File: src/rtl/sha_reg_initiator.sv
// Register-bus initiator for the hash blocks: loads a message block with word writes
// and reads the digest back with word reads, one outstanding transaction at a time.
module sha_reg_initiator #(
  parameter int unsigned          DataWidth   = 64,
  parameter int unsigned          AddrWidth   = 32,
  parameter int unsigned          DataBytes   = DataWidth >> 3,
  parameter bit                   ByteAlign   = 1'b1,
  parameter int unsigned          BlockWidth  = 512,
  parameter int unsigned          DigestWidth = 256,
  parameter logic [AddrWidth-1:0] BlockAddr   = 'h00,
  parameter logic [AddrWidth-1:0] DigestAddr  = 'h40
) (
  input  logic                   clk_i,
  input  logic                   rst_i,
  input  logic                   cmd_valid_i,
  output logic                   cmd_ready_o,
  input  logic                   cmd_write_i,
  input  logic [BlockWidth-1:0]  block_i,
  output logic                   done_o,
  output logic                   error_o,
  output logic [DigestWidth-1:0] digest_o,
  output logic [DataWidth-1:0]   reqdata_o,
  output logic [AddrWidth-1:0]   reqaddr_o,
  output logic                   reqvalid_o,
  output logic                   reqwrite_o,
  input  logic                   reqready_i,
  output logic [DataBytes-1:0]   reqstrobe_o,
  output logic                   rspready_o,
  input  logic                   rspvalid_i,
  input  logic [DataWidth-1:0]   rspdata_i,
  input  logic                   rsperror_i
);

  localparam int unsigned NBlk = BlockWidth / DataWidth;
  localparam int unsigned NDig = DigestWidth / DataWidth;
  localparam int unsigned NMax = (NBlk > NDig) ? NBlk : NDig;
  localparam int unsigned CW   = (NMax > 1) ? $clog2(NMax) : 1;

  localparam logic [CW-1:0]        LastBlk = CW'(NBlk - 1);
  localparam logic [CW-1:0]        LastDig = CW'(NDig - 1);
  localparam logic [AddrWidth-1:0] Step    = ByteAlign ? AddrWidth'(DataBytes) : AddrWidth'(1);

  if (BlockWidth % DataWidth != 0) begin : g_block_chk
    $error("BlockWidth must be a multiple of DataWidth");
  end
  if (DigestWidth % DataWidth != 0) begin : g_digest_chk
    $error("DigestWidth must be a multiple of DataWidth");
  end

  typedef enum logic [1:0] {IDLE, REQ, RSP, DONE} state_t;

  state_t                 state_q, state_d;
  logic [CW-1:0]          k_q;
  logic                   wr_q;
  logic                   err_q;
  logic [BlockWidth-1:0]  block_q;
  logic [DigestWidth-1:0] digest_q;
  logic [DataWidth-1:0]   blk_word;
  logic                   last_word;

  assign last_word = wr_q ? (k_q == LastBlk) : (k_q == LastDig);
  assign digest_o  = digest_q;

  always_ff @(posedge clk_i or posedge rst_i) begin
    if (rst_i) state_q <= IDLE;
    else       state_q <= state_d;
  end

  always_comb begin
    state_d = state_q;
    unique case (state_q)
      IDLE:    if (cmd_valid_i) state_d = REQ;
      REQ:     if (reqready_i) state_d = RSP;
      RSP:     if (rspvalid_i) state_d = (rsperror_i || last_word) ? DONE : REQ;
      DONE:    state_d = IDLE;
      default: state_d = IDLE;
    endcase
  end

  // An errored word leaves the digest and the word counter untouched.
  always_ff @(posedge clk_i or posedge rst_i) begin
    if (rst_i) begin
      k_q      <= '0;
      wr_q     <= 1'b0;
      err_q    <= 1'b0;
      block_q  <= '0;
      digest_q <= '0;
    end else begin
      if (state_q == IDLE && cmd_valid_i) begin
        wr_q    <= cmd_write_i;
        block_q <= block_i;
        k_q     <= '0;
        err_q   <= 1'b0;
      end
      if (state_q == RSP && rspvalid_i) begin
        if (rsperror_i) begin
          err_q <= 1'b1;
        end else begin
          if (!wr_q) begin
            for (int unsigned i = 0; i < NDig; i++) begin
              if (k_q == CW'(i)) digest_q[i*DataWidth +: DataWidth] <= rspdata_i;
            end
          end
          if (!last_word) k_q <= k_q + 1'b1;
        end
      end
    end
  end

  always_comb begin
    blk_word = '0;
    for (int unsigned i = 0; i < NBlk; i++) begin
      if (k_q == CW'(i)) blk_word = block_q[i*DataWidth +: DataWidth];
    end
  end

  // cmd_ready_o is gated by reset so that every output reads 0 while reset is held.
  always_comb begin
    cmd_ready_o = (state_q == IDLE) && !rst_i;
    reqvalid_o  = 1'b0;
    reqwrite_o  = 1'b0;
    reqaddr_o   = '0;
    reqdata_o   = '0;
    reqstrobe_o = '0;
    rspready_o  = 1'b0;
    done_o      = 1'b0;
    error_o     = 1'b0;
    unique case (state_q)
      REQ: begin
        reqvalid_o = 1'b1;
        reqwrite_o = wr_q;
        reqaddr_o  = (wr_q ? BlockAddr : DigestAddr) + AddrWidth'(k_q) * Step;
        if (wr_q) begin
          reqdata_o   = blk_word;
          reqstrobe_o = '1;
        end
      end
      RSP:  rspready_o = 1'b1;
      DONE: begin
        done_o  = 1'b1;
        error_o = err_q;
      end
      default: ;
    endcase
  end

endmodule

File: config.mk
export PLATFORM = sky130hd
export DESIGN_NAME = sha_reg_initiator
export DESIGN_NICKNAME = d
export VERILOG_FILES = /design/src/rtl/sha_reg_initiator.sv
export SDC_FILE = /design/constraint.sdc
export NUM_CORES = 2
export LEC_CHECK = 0
export BUFFER_PORTS_ARGS = -buffer_cell sky130_fd_sc_hd__buf_2
export CORE_AREA = 4 4 372 374
export CTS_CLUSTER_SIZE = 20
export DETAILED_ROUTE_END_ITERATION = 8
export DIE_AREA = 0 0 376 378
export GPL_TIMING_DRIVEN = 0
export PLACE_DENSITY = 0.44
export SETUP_SLACK_MARGIN = 0.4
export SKIP_CTS_REPAIR_TIMING = 1
export SLEW_MARGIN = 5
export SYNTH_ARGS = -nofsm -noshare
export SYNTH_HDL_FRONTEND = slang
export SYNTH_SLANG_ARGS = --single-unit
File: constraint.sdc
create_clock -name clk_i -period 27 [get_ports clk_i]
set_input_delay 0 -clock clk_i [delete_from_list [all_inputs] [get_ports clk_i]]
set_output_delay 0 -clock clk_i [all_outputs]
set_load 0.05 [all_outputs]
# Word level (Yosys, flattened, before mapping)
# Index checks and enable logic that the tools add are counted.
dict set report word_totals {
  reg_bits 775
  in_bits 583
  out_inout_bits 366
  wordCells 70
}
dict set report op_classes {
  add_sub_neg 2
  eq_ne 13
  mux 32
  bitwise_logic 2
  reduce_logical 12
}
# op n
set ops {}
lappend ops {{64-bit two-way mux} 10}
lappend ops {{8-bit two-way mux} 3}
lappend ops {{4-bit AND reduction} 4}
lappend ops {{3-bit == test, second input constant} 4}
lappend ops {{3-bit two-way mux} 4}
lappend ops {{1-bit two-way mux} 9}
lappend ops {{7-bit by 6-bit adder with 8-bit output} 1}
lappend ops {{2-bit two-way mux} 4}
lappend ops {{2-bit one-hot mux with 4 select lines} 1}
lappend ops {{7-bit two-way mux} 1}
lappend ops {{3-bit by 2-bit == test with 1-bit output, second input constant} 2}
lappend ops {{2-bit != test, second input constant} 3}
lappend ops {{2-bit == test, second input constant} 2}
lappend ops {{3-bit by 1-bit adder with 3-bit output, second input constant} 1}
lappend ops {{3-bit by 1-bit == test with 1-bit output, second input constant} 1}
lappend ops {{1-bit logical AND} 3}
lappend ops {{3-bit zero test} 1}
lappend ops {{3-bit AND reduction} 1}
lappend ops {{2-bit by 1-bit == test with 1-bit output, second input constant} 1}
lappend ops {{2-bit zero test} 1}
lappend ops {{1-bit NOT} 2}
lappend ops {{1-bit zero test} 1}
lappend ops {{1-bit logical OR} 1}

# Depth between registers and ports, before layout
dict set report logic_depth {
  depth_word 11
  ltp_mapped 8
  mapped_depth_nobuf 5
}

# Least setup slack after synthesis
# No wires, ideal clock.
dict set report synth_path {
  path_kind {flip-flop to output port}
  startpoint {reg k_q[0]}
  endpoint {out reqdata_o[0]}
  t_arrival_ns 2.165
  setup_slack_ns 24.835
  path_stages_with_launch 8
  n_path_buf 2
  path_cell_list {dfrtp_1 > ha_1 > ha_1 > or2_2 > buf_2 > clkbuf_1 > a221oi_1 > o311a_1}
}
dict set report synth_via {
  elab_chain_cells 11
  word_cells_on_any_way 18
}
# element line_no
set synth_lines {}
lappend synth_lines {{start: declaration} 53} ;# logic [CW-1:0] k_q;
lappend synth_lines {{start signal: assignment} 104} ;# if (!last_word) k_q <= k_q + 1'b1;
lappend synth_lines {{3-bit zero test} 113} ;# if (k_q == CW'(i)) blk_word = block_q[i*DataWidth +: DataWidth];
lappend synth_lines {{64-bit two-way mux (7 in a row)} 113}
lappend synth_lines {{64-bit two-way mux (*)} 113}
lappend synth_lines {{64-bit two-way mux (*)} 133} ;# if (wr_q) begin
lappend synth_lines {{64-bit two-way mux (*)} 128} ;# unique case (state_q)
lappend synth_lines {{end: declaration} 22} ;# output logic [DataWidth-1:0] reqdata_o,
# Every way passes the cells marked *; elsewhere a longest branch is shown, timed or not.

# Final worst setup path
dict set report layout_path {
  startpoint {reg k_q[0]}
  endpoint {out reqdata_o[32]}
}
# Same word-level chain as after synthesis.

==> impl_results.md <==
- Pins Over Slew Limit: 1
- Via density: 4.65
- Design area: 51200 µm²
- Worst R2R Path Depth: 7
- Remaining routing DRC violations: 0
- TritonCTS clock tree: built
- Hold Worst Slack: 0.0380 ns
- Antenna-violating nets left: 0
- Worst Slack Setup Final: 22.34 ns
- Most common cell after layout, fill and taps aside: nand2_1
- Peak VDD IR: 41.3 µV
- Seq/Total Area, Yosys: 55.5%
- Buffers on Ports: 920
- Total wire length: 181000 µm
- RR Endpoint: digest_o[147]
- Die height: 378 µm
- Skew-Pair Late Insertion Delay: 0.69 ns
- First-pass GRT wire length: roughly 240000 µm
- Tmin final: 4.66 ns
- Failing checks: slew limit
- Clk root buf: clkbuf_16
- Share of layout cells above drive strength 1: 28.7%
- Die Area: 142000 µm²
- Library cells used by synthesis: 35
- TritonCTS Buffers: 94
- RSZ-0062 raised after global routing: no
- Via count: between 30000 and 40000
- Hold Crit Start: block_i[308]
- Post-synthesis cell area: ~35000 µm²
- Initial antenna violation count: 44
- First-pass DRT Iterations: 5
- Area growth syn-to-layout: 46.4%
- Worst-path fanout max: 10
- R2R Setup Slk: 23.90 ns
- GR Overflow Total: 0
- Yosys warns: 0
- Ys flop type: dfrtp_1
- Placeable Area: 135000 µm²
- Crit Reg-Reg Startpoint: k_q[0]
- Drt wl/cell: 25.6 µm
- Post-Place Cells: about 6300
- Number of standard cells after synthesis: 3557
- DR iter-0 viols: 2109
- Die Width: 376 µm
- Final setup viols: 0
- CP endpoint kind: output port
- Util after Layout: 37.9%
- Clock Sink Count: 775
- Row count: 135
- Ratio of final minimum period to clock period: 17.3%
- Kind of critical path: reg -> out
- CP Launch Type: flop
- P_leak: 0.0266 µW
- HP Class: in -> reg
- Post-synth ARST share: 100%
- Most frequent cells in the layout: nand2_1 (1349), buf_2 (1006), dfrtp_1 (775)
- CP Cell Sequence: inv_1, ha_1, buf_4, clkbuf_1, a21oi_1, a221oi_1, o311a_1, buf_2
- GRT Util Overall: a little under a quarter
- CP max-delay cell: a221oi_1
- Pre-CTS setup slack: 22.94 ns
- Largest net degree at the start of global routing: roughly 110
- Max frequency: 215 MHz
- Vias in the first global route: 30800
- Hold EP: block_q[308]
- Status: finished with violations
- WP data arrival: around 4.7 ns
- DP HPWL: between 100000 and 150000 µm
- Final hold violation count: 0
- Placement Cell Area: 42100 µm²
- GPL Wtd Cong: about 0.9
- Fill cells: 13800
- H-tree Lvls: 3
- Worst Clk Skew: 0.0264 ns
- Starting Density: roughly 26%
- Required time of the critical path: approximately 27 ns
- Worst path max stage delay: 1.06 ns
- Final nets: 5782
- Rel. slew slack: -2.46%
- Final Non-Filler Cells: 7065
- Pwr Density: 105 nW/µm²
- Max clock buf depth: 3
- Number of flops mapped to enable cells by yosys: 0
- Worst slew pin tran: approximately 1.5 ns
- Hold depth: 4
- Yosys reg bits: 775
- Clk slew on worst S/H paths: 0.06 ns
- Avg Cell Area, Syn: 9.83 µm²
- Maxcap violations: 0
- I/O pin cnt: 949
## critical path, delay by kind of cell (launching register included)
kind            cells  cell delay [ns]
fa+ha+maj           1             0.68
buf+inv             4             1.41
compound gates      3             1.43
flops               1             0.42
## cell families after synthesis
group	share of synthesized area, %
AOI/OAI and AO/OA	10.4
adders and majority gates	0.215
buffers and inverters	6.58
DFF	55.5
muxes	8.36
other	0.0107
and+or+nand+nor	19.0
## stage by stage
stage	power, µW	setup TNS [ns]
after floorplan	3210	0
after global placement	3990	-4380.05
after detailed placement	4010	0
after CTS	5370	0
after global routing	5690	0
final	5390	0
## worst max-delay path by stage
stage,slack (ns),end,cells past startpoint,start
after detailed placement,22.94,reqdata_o[29],8,k_q[0]
after global placement,-5.79,block_q[360],2,rst_i
after global routing,22.12,reqdata_o[29],8,k_q[0]
after floorplan,5.24,block_q[0],1,rst_i
final,22.34,reqdata_o[32],8,k_q[0]
after CTS,22.14,reqdata_o[29],8,k_q[0]
## synthesized netlist by cell type, types with 2 or more instances
library cell  instances  share of area, %
clkbuf_1             96               1.0
o311ai_0             63               1.6
nor2b_1              66               1.2
o311a_1              64               1.8
a221oi_1             64               1.6
a21oi_1             129               1.8
nand3_4               4              0.20
buf_6                58               1.9
ha_1                  6              0.21
inv_1               134               1.4
mux2_1               21              0.68
dfrtp_1             775                55
buf_1                18              0.19
buf_2                86               1.2
mux2_2              236               7.6
nand3b_1             65               1.4
nor3b_1              65               1.4
and3_1                2             0.036
buf_4                38              0.82
nand2b_1              3             0.054
a22o_1               66               1.7
mux2i_1               3             0.086
nor2_1                6             0.064
o21ai_0             129               1.8
and2_1                2             0.036
nand2_1            1349                14
## flip-flops by register name, indices dropped and copies added (netlist names)
| signal | count |
|---|---|
| block_q | 512 |
| digest_o | 256 |
| k_q | 3 |
| state_q | 2 |
| err_q | 1 |
| wr_q | 1 |
## power by group
group	total (µW)	leakage (µW)	internal (µW)	switching (µW)
Combinational	2150	0.0152	649	1500
Clock	1330	0.00158	789	543
Sequential	1910	0.00989	1640	277
## final cells by class
type | instances | area [µm²] | area share [%]
Buffer | 296 | 1800 | 3.51
Clock buffer | 124 | 2630 | 5.13
Antenna cell | 18 | 45.0 | 0.0880
Timing Repair Buffer | 1513 | 10700 | 20.8
Multi-Input combinational cell | 2379 | 13400 | 26.1
Inverter | 134 | 510 | 0.997
Sequential cell | 775 | 19400 | 37.9
Clock inverter | 45 | 561 | 1.09
Tap cell | 1781 | 2230 | 4.35
## metal layers
layer	global-route usage [%]	part of all wire, %	vias up
met5	0	0.080	-
met1	30.8	42	16200
met3	4.56	6.1	313
li1	-	-	15100
met4	7.57	3.5	20
met2	39.9	48	1231
Note: power is estimated with default switching activity, not from simulation.
